### config.mk
export PLATFORM = sky130hd
export DESIGN_NAME = dpll_simplify_kernel
export DESIGN_NICKNAME = d
export VERILOG_FILES = /design/src/rtl/dpll_simplify_kernel.sv
export SDC_FILE = /design/constraint.sdc
export NUM_CORES = 1
export LEC_CHECK = 0
export CAP_MARGIN = 20
export CORE_UTILIZATION = 50
export DETAILED_ROUTE_END_ITERATION = 6
export PLACE_DENSITY_LB_ADDON = 0.15
export SETUP_SLACK_MARGIN = 0.02
export SYNTH_ARGS = -nofsm -noshare
export SYNTH_HDL_FRONTEND = slang
export SYNTH_SLANG_ARGS = --single-unit
### constraint.sdc
create_clock -name clock -period 17.8 [get_ports clock]
set_input_delay 3.56 -clock clock [delete_from_list [all_inputs] [get_ports clock]]
set_output_delay 3.56 -clock clock [all_outputs]
set_load 0.02 [all_outputs]
### src/rtl/dpll_simplify_kernel.sv
// Unit-propagation / pure-literal simplification engine: scans the clause matrix,
// picks one implied literal per pass, propagates it, and repeats until a terminal outcome.
module dpll_simplify_kernel #(
  parameter int NUM_VARS    = 8,
  parameter int NUM_CLAUSES = 8,
  parameter int STEP_W      = 16,
  localparam int LIT_W      = $clog2(NUM_VARS) + 1,
  localparam int IDX_W      = $clog2(NUM_CLAUSES),
  localparam int ROW_W      = 2 * NUM_VARS
) (
  input  logic                         clock,
  input  logic                         reset,
  input  logic                         start,
  input  logic                         uc_en,
  input  logic                         pl_en,
  input  logic [STEP_W-1:0]            max_steps,
  input  logic [NUM_CLAUSES*ROW_W-1:0] in_matrix,
  input  logic [NUM_CLAUSES-1:0]       in_valid,
  output logic                         busy,
  output logic                         done,
  output logic                         sat,
  output logic                         unsat,
  output logic                         limit,
  output logic                         prop_strobe,
  output logic [LIT_W-1:0]             prop_lit,
  output logic [NUM_CLAUSES*ROW_W-1:0] out_matrix,
  output logic [NUM_CLAUSES-1:0]       out_valid,
  output logic [NUM_VARS-1:0]          assign_set,
  output logic [NUM_VARS-1:0]          assign_val,
  output logic [STEP_W-1:0]            steps
);
  localparam int VAR_W = LIT_W - 1;
  localparam logic [IDX_W-1:0] LAST_IDX = IDX_W'(NUM_CLAUSES - 1);

  typedef enum logic [2:0] {S_IDLE, S_SCAN, S_DECIDE, S_PROP, S_DONE} state_t;

  state_t                   state;
  logic [IDX_W-1:0]         idx;
  logic [ROW_W-1:0]         mat [NUM_CLAUSES];
  logic [NUM_CLAUSES-1:0]   cls_valid;
  logic                     uc_q, pl_q;
  logic [STEP_W-1:0]        max_q;
  logic                     any_valid, empty_found, unit_found;
  logic [LIT_W-1:0]         unit_lit;
  logic [NUM_VARS-1:0]      pos_occ, neg_occ;

  function automatic logic [STEP_W-1:0] sat_inc(input logic [STEP_W-1:0] v);
    return (&v) ? v : v + 1'b1;
  endfunction

  logic [ROW_W-1:0]    row;
  logic                row_unit;
  logic [LIT_W-1:0]    row_lit;
  logic                pure_found;
  logic [LIT_W-1:0]    pure_lit;
  logic                has_cand, at_limit, go_prop;
  logic [LIT_W-1:0]    cand;
  logic [NUM_VARS-1:0] lit_bit;
  logic [ROW_W-1:0]    lit_mask, comp_mask;
  logic                contains;

  assign row = mat[idx];

  // A row is a unit clause when exactly one occurrence bit is set.
  always_comb begin
    row_unit = (row != '0) && ((row & (row - 1'b1)) == '0);
    row_lit  = '0;
    for (int i = ROW_W - 1; i >= 0; i--)
      if (row[i])
        row_lit = (i >= NUM_VARS) ? {1'b1, VAR_W'(i - NUM_VARS)} : {1'b0, VAR_W'(i)};
  end

  always_comb begin
    pure_found = 1'b0;
    pure_lit   = '0;
    for (int v = NUM_VARS - 1; v >= 0; v--)
      if (pos_occ[v] ^ neg_occ[v]) begin
        pure_found = 1'b1;
        pure_lit   = {neg_occ[v], VAR_W'(v)};
      end
  end

  always_comb begin
    has_cand = 1'b0;
    cand     = '0;
    if (uc_q && unit_found) begin
      has_cand = 1'b1;
      cand     = unit_lit;
    end else if (pl_q && pure_found) begin
      has_cand = 1'b1;
      cand     = pure_lit;
    end
  end

  assign at_limit = (max_q != '0) && (steps == max_q);
  assign go_prop  = !empty_found && any_valid && has_cand && !at_limit;

  // During PROP the held prop_lit selects which occurrence satisfies and which is falsified.
  assign lit_bit   = {{(NUM_VARS-1){1'b0}}, 1'b1} << prop_lit[VAR_W-1:0];
  assign lit_mask  = prop_lit[LIT_W-1] ? {lit_bit, {NUM_VARS{1'b0}}} : {{NUM_VARS{1'b0}}, lit_bit};
  assign comp_mask = prop_lit[LIT_W-1] ? {{NUM_VARS{1'b0}}, lit_bit} : {lit_bit, {NUM_VARS{1'b0}}};
  assign contains  = |(row & lit_mask);

  always_ff @(posedge clock or posedge reset) begin
    if (reset) begin
      state       <= S_IDLE;
      idx         <= '0;
      for (int c = 0; c < NUM_CLAUSES; c++) mat[c] <= '0;
      cls_valid   <= '0;
      uc_q        <= 1'b0;
      pl_q        <= 1'b0;
      max_q       <= '0;
      any_valid   <= 1'b0;
      empty_found <= 1'b0;
      unit_found  <= 1'b0;
      unit_lit    <= '0;
      pos_occ     <= '0;
      neg_occ     <= '0;
      busy        <= 1'b0;
      done        <= 1'b0;
      sat         <= 1'b0;
      unsat       <= 1'b0;
      limit       <= 1'b0;
      prop_strobe <= 1'b0;
      prop_lit    <= '0;
      out_matrix  <= '0;
      out_valid   <= '0;
      assign_set  <= '0;
      assign_val  <= '0;
      steps       <= '0;
    end else begin
      done        <= 1'b0;
      prop_strobe <= 1'b0;
      case (state)
        S_IDLE: begin
          if (start) begin
            for (int c = 0; c < NUM_CLAUSES; c++) mat[c] <= in_matrix[c*ROW_W +: ROW_W];
            cls_valid   <= in_valid;
            uc_q        <= uc_en;
            pl_q        <= pl_en;
            max_q       <= max_steps;
            sat         <= 1'b0;
            unsat       <= 1'b0;
            limit       <= 1'b0;
            assign_set  <= '0;
            assign_val  <= '0;
            steps       <= '0;
            busy        <= 1'b1;
            idx         <= '0;
            any_valid   <= 1'b0;
            empty_found <= 1'b0;
            unit_found  <= 1'b0;
            pos_occ     <= '0;
            neg_occ     <= '0;
            state       <= S_SCAN;
          end
        end
        S_SCAN: begin
          if (cls_valid[idx]) begin
            any_valid <= 1'b1;
            if (row == '0) empty_found <= 1'b1;
            if (row_unit && !unit_found) begin
              unit_found <= 1'b1;
              unit_lit   <= row_lit;
            end
            pos_occ <= pos_occ | row[NUM_VARS-1:0];
            neg_occ <= neg_occ | row[ROW_W-1:NUM_VARS];
          end
          if (idx == LAST_IDX) state <= S_DECIDE;
          else                 idx   <= idx + 1'b1;
        end
        S_DECIDE: begin
          if (empty_found)    unsat <= 1'b1;
          else if (!any_valid) sat  <= 1'b1;
          else if (has_cand && at_limit) limit <= 1'b1;
          if (go_prop) begin
            prop_lit                  <= cand;
            prop_strobe               <= 1'b1;
            assign_set[cand[VAR_W-1:0]] <= 1'b1;
            assign_val[cand[VAR_W-1:0]] <= ~cand[LIT_W-1];
            steps                     <= sat_inc(steps);
            idx                       <= '0;
            state                     <= S_PROP;
          end else begin
            for (int c = 0; c < NUM_CLAUSES; c++) out_matrix[c*ROW_W +: ROW_W] <= mat[c];
            out_valid <= cls_valid;
            done      <= 1'b1;
            state     <= S_DONE;
          end
        end
        S_PROP: begin
          if (cls_valid[idx] && contains) cls_valid[idx] <= 1'b0;
          else                             mat[idx]       <= row & ~comp_mask;
          if (idx == LAST_IDX) begin
            idx         <= '0;
            any_valid   <= 1'b0;
            empty_found <= 1'b0;
            unit_found  <= 1'b0;
            pos_occ     <= '0;
            neg_occ     <= '0;
            state       <= S_SCAN;
          end else begin
            idx <= idx + 1'b1;
          end
        end
        S_DONE: begin
          busy  <= 1'b0;
          state <= S_IDLE;
        end
        default: state <= S_IDLE;
      endcase
    end
  end
endmodule
==> results.toml, run 1 <==
[status]
status = "complete, but fails checks"
violations = "DRC"

[setup_path]
crit_arrival_ps = 6060
setup.worst_path.start = "start"
reg2regPathDepth = 10
reg2reg_slack_ps = 12510
worst_setup_path_end_kind = "flip-flop"
setup.worst_path.end = "assign_val[3]"
crit_type = "input pin to flip-flop"
setup.worst_path.start_class = "input pin"
rr_endpoint = "mat[5]"
worstPathRequired_ps = 18190
critical_path.max_fanout = 65
worstReg2RegStart = "idx[1]"

[drt]
drcViolationCount = 1
wl_per_cell_um = 25.1
totalWireLength_um = 58600
first_pass_iters = 7
antenna_left = 0
via_per_inst = 6.32
drt_first_iter_violations = 1588
vias = 14717

[global_routing]
grt_max_degree = 175
grt_antenna_before_repair = 0
first_global_vias = 14507
grt_pass1_wl_um = 89000
grt_overflow = 0
track_usage = 0.325

[timing]
finalMaxSlewViolations = 0
worst_pin_slew_ps = 1180
period_minus_slack_ps = 5670
timing.final.crit_share = 0.319
finalHoldViolations = 0
rsz0062_at_grt = "no"
max_clock_freq_mhz = 176
finClkSkew_ps = 21.9
setup_viol = 0
finalSetupTns_ps = 0
fin_ws_ps = 12130
relSlewSlack = 0.207

[place]
port_buffers = 334
dp_hpwl_um = 40800
globalplace.congestion = 0.911
pre_cts_ws_ps = 11620

[finish]
layout_common_cells = "dfrtp_1 (359), clkdlybuf4s50_1 (334), a22o_1 (223)"
fin_nets = 2007
drive_above_1_share = 0.150
layout_commonest_cell = "dfrtp_1"
n_antenna_cell = 0
syn2layout_area_growth_pct = 28.4

[synth]
synth_top_cell_by_area = "dfrtp_1"
yosysSeqAreaShare = 0.510
synth_area_leaders = "dfrtp_1 (51%), a22o_1 (11%), mux2_2 (9.5%)"
synthArstFlopShare = 1.00
ys_ff_latch = 361
ys.flop_type = "dfrtp_1"
syn-num-nets = 1712
synth_cell_types = 78
yosys_warnings = 0
syn_inst = 1551
syn_area_um2 = 17700
synth-edff-count = 0
synth.avg_cell_area_um2 = 11.4
synth.top_cell.area_share = 0.510

[power_and_ir_drop]
total_power_mw = 5.05
powerDensity_nw_per_um2 = 222
ir_drop_uv = 161
p_leak_nw = 9.29

[clocking]
clock_latency_ps = 540
clkTransAtPathRegs_ps = 60
htree_levels = 2
cts_max_path_buffers = 3
clock_sinks = 361
cts_buffers = 39
cts_resized = 0
root_buffer = "clkbuf_16"
cts_tree = "yes"
ctsHoldBuffers = 0
postCtsSetupRepairBufs = 0

[die]
start_util = 0.510
die_h_um = 190
core_area_um2 = 34700
io_pins = 335
rows = 68
die_w_um = 190
dieArea_um2 = 36100

[hold_path]
hp-class = "flip-flop to flip-flop"
timing.hold.worst.start = "uc_q"

[flow_run]
drv_cap = 0
-- area by class of cell --
type,count,area (um2)
Clock buffer,59,1190
Clock inverter,10,153
Fill cell,2764,12000
Inverter,26,105
Multi-Input combinational cell,1064,8110
Sequential cell,361,9040
Tap cell,455,569
Timing Repair Buffer,354,3550
-- cell usage after synthesis, types with 10 or more instances --
cell type / instances
clkbuf_1: 56
mux2_1: 14
inv_1: 25
a21oi_1: 62
dfrtp_1: 361
nor3_1: 22
o21ai_0: 67
mux2i_1: 15
mux2_2: 149
nand3_1: 16
buf_6: 11
nor2_1: 102
a221oi_1: 14
mux4_2: 18
nor2b_1: 10
a22o_1: 223
buf_2: 25
nand2_1: 150
xnor2_1: 28
-- layer usage --
metal,share of wire,vias up,track usage
li1,-,6403,-
met1,0.43,7418,0.469
met5,0,-,0
met2,0.44,772,0.482
met3,0.092,124,0.0699
met4,0.033,0,0.114
-- worst max-delay path, cell delays in order --
cell and delay, ps:
clkdlybuf4s50_1 510, nand2_1 130, nor2_4 100, buf_4 630, a31oi_1 290, or3b_2 560
mux2i_1 160, nor2_1 50
-- stage by stage --
| step | hold WS, ps | util | std cells | instance area, um2 |
|---|---|---|---|---|
| 3_5_place_dp | 465 | 0.614 | 2258 | 21300 |
| 5_1_grt | 508 | 0.654 | 2329 | 22700 |
| 3_3_place_gp | 459 | 0.614 | 2258 | 21300 |
| 4_1_cts | 479 | 0.653 | 2327 | 22700 |
| 2_1_floorplan | 438 | - | 1551 | 17700 |
| 6_report | 474 | 0.654 | 2329 | 22700 |
-- state kept, by name (all words and copies together), names as in the netlist, 3 cells and up --
signal      count
mat           128
idx             3
neg_occ         8
cls_valid       8
out_matrix    128
assign_val      8
assign_set      8
pos_occ         8
prop_lit        4
max_q          16
steps          16
out_valid       8
state           3
unit_lit        4
-- worst min-delay path by stage --
stage	endpoint	slack, ps	depth (start not counted)
finish	uc_q	470	2
global route	unsat	510	1
CTS	uc_q	480	2
detailed placement	uc_q	460	2
global placement	uc_q	460	2
floorplan	uc_q	440	2
-- kinds of logic after synthesis --
logic type	after synthesis	synth area share
multiplexers	197	0.136
XOR/XNOR	34	0.0168
AO/OA/AOI/OAI	465	0.206
adder cells (fa/ha/maj)	7	0.00453
AND/OR/NAND/NOR	361	0.0922
buffers and inverters	126	0.0340
flip-flops	361	0.510
-- power breakdown --
part | switching [mW] | internal (mW)
registers | 0.367 | 1.20
clock network | 0.333 | 0.520
logic | 1.51 | 1.12
Power figures use the tool's default switching activity.
==> inputs of run 2 (changes only) <==
Settings changed: CORE_UTILIZATION 50 to 48.
Clock period 17.8 ns to 5.2 ns, I/O delays scaled along.
==> run 2 against run 1 <==
  * The flow now finishes without violations
  * Clock power rose to 3.4 times the previous value
  * Sequential share of layout area fell by 0.19 points
  * Register-to-register slack got worse by 12000 ps
  * Via count rose by 0.30%
  * Design area rose by 0.47%
  * Critical path type is now flip-flop to flip-flop
  * Largest cell class unchanged
==> results.toml, run 2 (synthesis gave the netlist of run 1 again) <==
[status]
status = "finished clean"

[global_routing]
grt_max_degree = 115
track_usage = 0.313
grt_pass1_wl_um = 90400
first_global_vias = 14389
grt_antenna_before_repair = 3
grt_overflow = 0

[setup_path]
cp_cell_sequence = "buf_4 -> mux2_2 -> a221o_1 -> a21oi_1 -> o221a_1 -> o21ai_1 -> a2111o_1 -> nand2_4 -> buf_4 -> a22o_1"
worstReg2RegStart = "idx[2]"
critical_path.max_fanout = 42
worst_setup_path_end_kind = "flip-flop"
reg2reg_slack_ps = 870
crit_arrival_ps = 4800
worstPathRequired_ps = 5670
path_common_cell = "buf_4"
max_stage_delay_ps = 830
path_buf_inv = 2
setup.worst_path.start_class = "flip-flop"
crit_type = "flip-flop to flip-flop"
crit_family = "compound AO/OA/AOI/OAI gates"
slowest_stage = "dfrtp_2"
rr_endpoint = "mat[16]"
reg2regPathDepth = 10

[power_and_ir_drop]
seqPwrFrac = 0.320
total_power_mw = 17.3
p_int_mw = 9.74
p_leak_nw = 9.35
ir_drop_uv = 376
powerDensity_nw_per_um2 = 756
p_clk_frac = 0.166
switching_share = 0.436
combPwrFrac = 0.514
p_switching_mw = 7.53

[drt]
wl_per_cell_um = 25.3
vias = 14761
antenna_left = 0
totalWireLength_um = 59400
first_pass_iters = 5
drcViolationCount = 0
drt_first_iter_violations = 1393
via_per_inst = 6.28

[finish]
fin_cells = 2350
drive_above_1_share = 0.156
fin_area_um2 = 22800
fillerInstances = 2850
n_antenna_cell = 0
fin_util = 0.635
syn2layout_area_growth_pct = 29.0
fin_nets = 2023
layout_common_cells = "dfrtp_1 (359), clkdlybuf4s50_1 (334), a22o_1 (223)"
layout_commonest_cell = "dfrtp_1"
reg_top3 = "mat: 128 flops, out_matrix: 128 flops"
multiInputGateArea_um2 = 8110
seq_area_um2 = 9040

[timing]
finalHoldViolations = 0
period_minus_slack_ps = 4330
max_clock_freq_mhz = 231
holdWs_ps = 466
fin_ws_ps = 869
finClkSkew_ps = 18.8
setup_viol = 0
relSlewSlack = 0.192
worst_pin_slew_ps = 1210
rsz0062_at_grt = "no"
finalMaxSlewViolations = 0
finalSetupTns_ps = 0
timing.final.crit_share = 0.833

[die]
start_util = 0.493
io_pins = 335
dieArea_um2 = 37600
core_area_um2 = 35900
rows = 69
die_w_um = 194
die_h_um = 194

[flow_run]
drv_cap = 0

[clocking]
htree_levels = 2
clock_sinks = 361
cts_max_path_buffers = 3
root_buffer = "clkbuf_16"
postCtsSetupRepairBufs = 0
cts_tree = "yes"
ctsHoldBuffers = 0
cts_buffers = 40
cts_resized = 0
clkTransAtPathRegs_ps = 60
clock_latency_ps = 540

[hold_path]
min_to = "uc_q"
hp-class = "flip-flop to flip-flop"
timing.hold.worst.start = "uc_q"
whs_path_depth = 2

[place]
globalplace.congestion = 0.964
pre_cts_ws_ps = 966
port_buffers = 334
dpl_cell_area_um2 = 21500
dp_hpwl_um = 43200
place_inst = 2280
-- run 2: worst reg2reg max path: stages (launching register included) --
cell and delay, ps:
dfrtp_2 830, buf_4 410, mux2_2 370, a221o_1 380
a21oi_1 400, o221a_1 320, o21ai_1 90, a2111o_1 410
nand2_4 410, buf_4 430, a22o_1 220
-- run 2: power groups by stage --
stage	registers [mW]	clock network (mW)	logic, mW
floorplan	5.67	0	5.01
global placement	5.50	0	8.61
detailed placement	5.51	0	8.76
CTS	5.48	2.90	8.80
global route	5.67	3.01	9.40
finish	5.52	2.87	8.87
-- run 2: metal layers --
metal  share of wire  track usage  wire [um]
met1            0.43        0.446      25600
met2            0.45        0.472      26600
met3           0.086       0.0675       5110
met4           0.035        0.110       2080
met5         0.00044            0         26
-- run 2: layout make-up --
type,count,share of cell area
clock buffers,59,0.0523
clock inverters,10,0.00587
inverters,26,0.00444
multi-input cells,1064,0.355
flip-flops and latches,361,0.396
well taps,461,0.0253
repair buffers,369,0.161
-- run 2: how the worst max path moves through the flow --
stage	end	start	slack, ps	cells after the start
finish	mat[16]	idx[2]	870	10
global route	mat[32]	idx[2]	680	10
CTS	mat[16]	idx[2]	950	10
detailed placement	mat[16]	idx[2]	970	10
global placement	mat[16]	idx[2]	1110	10
floorplan	any_valid	reset	-680	1
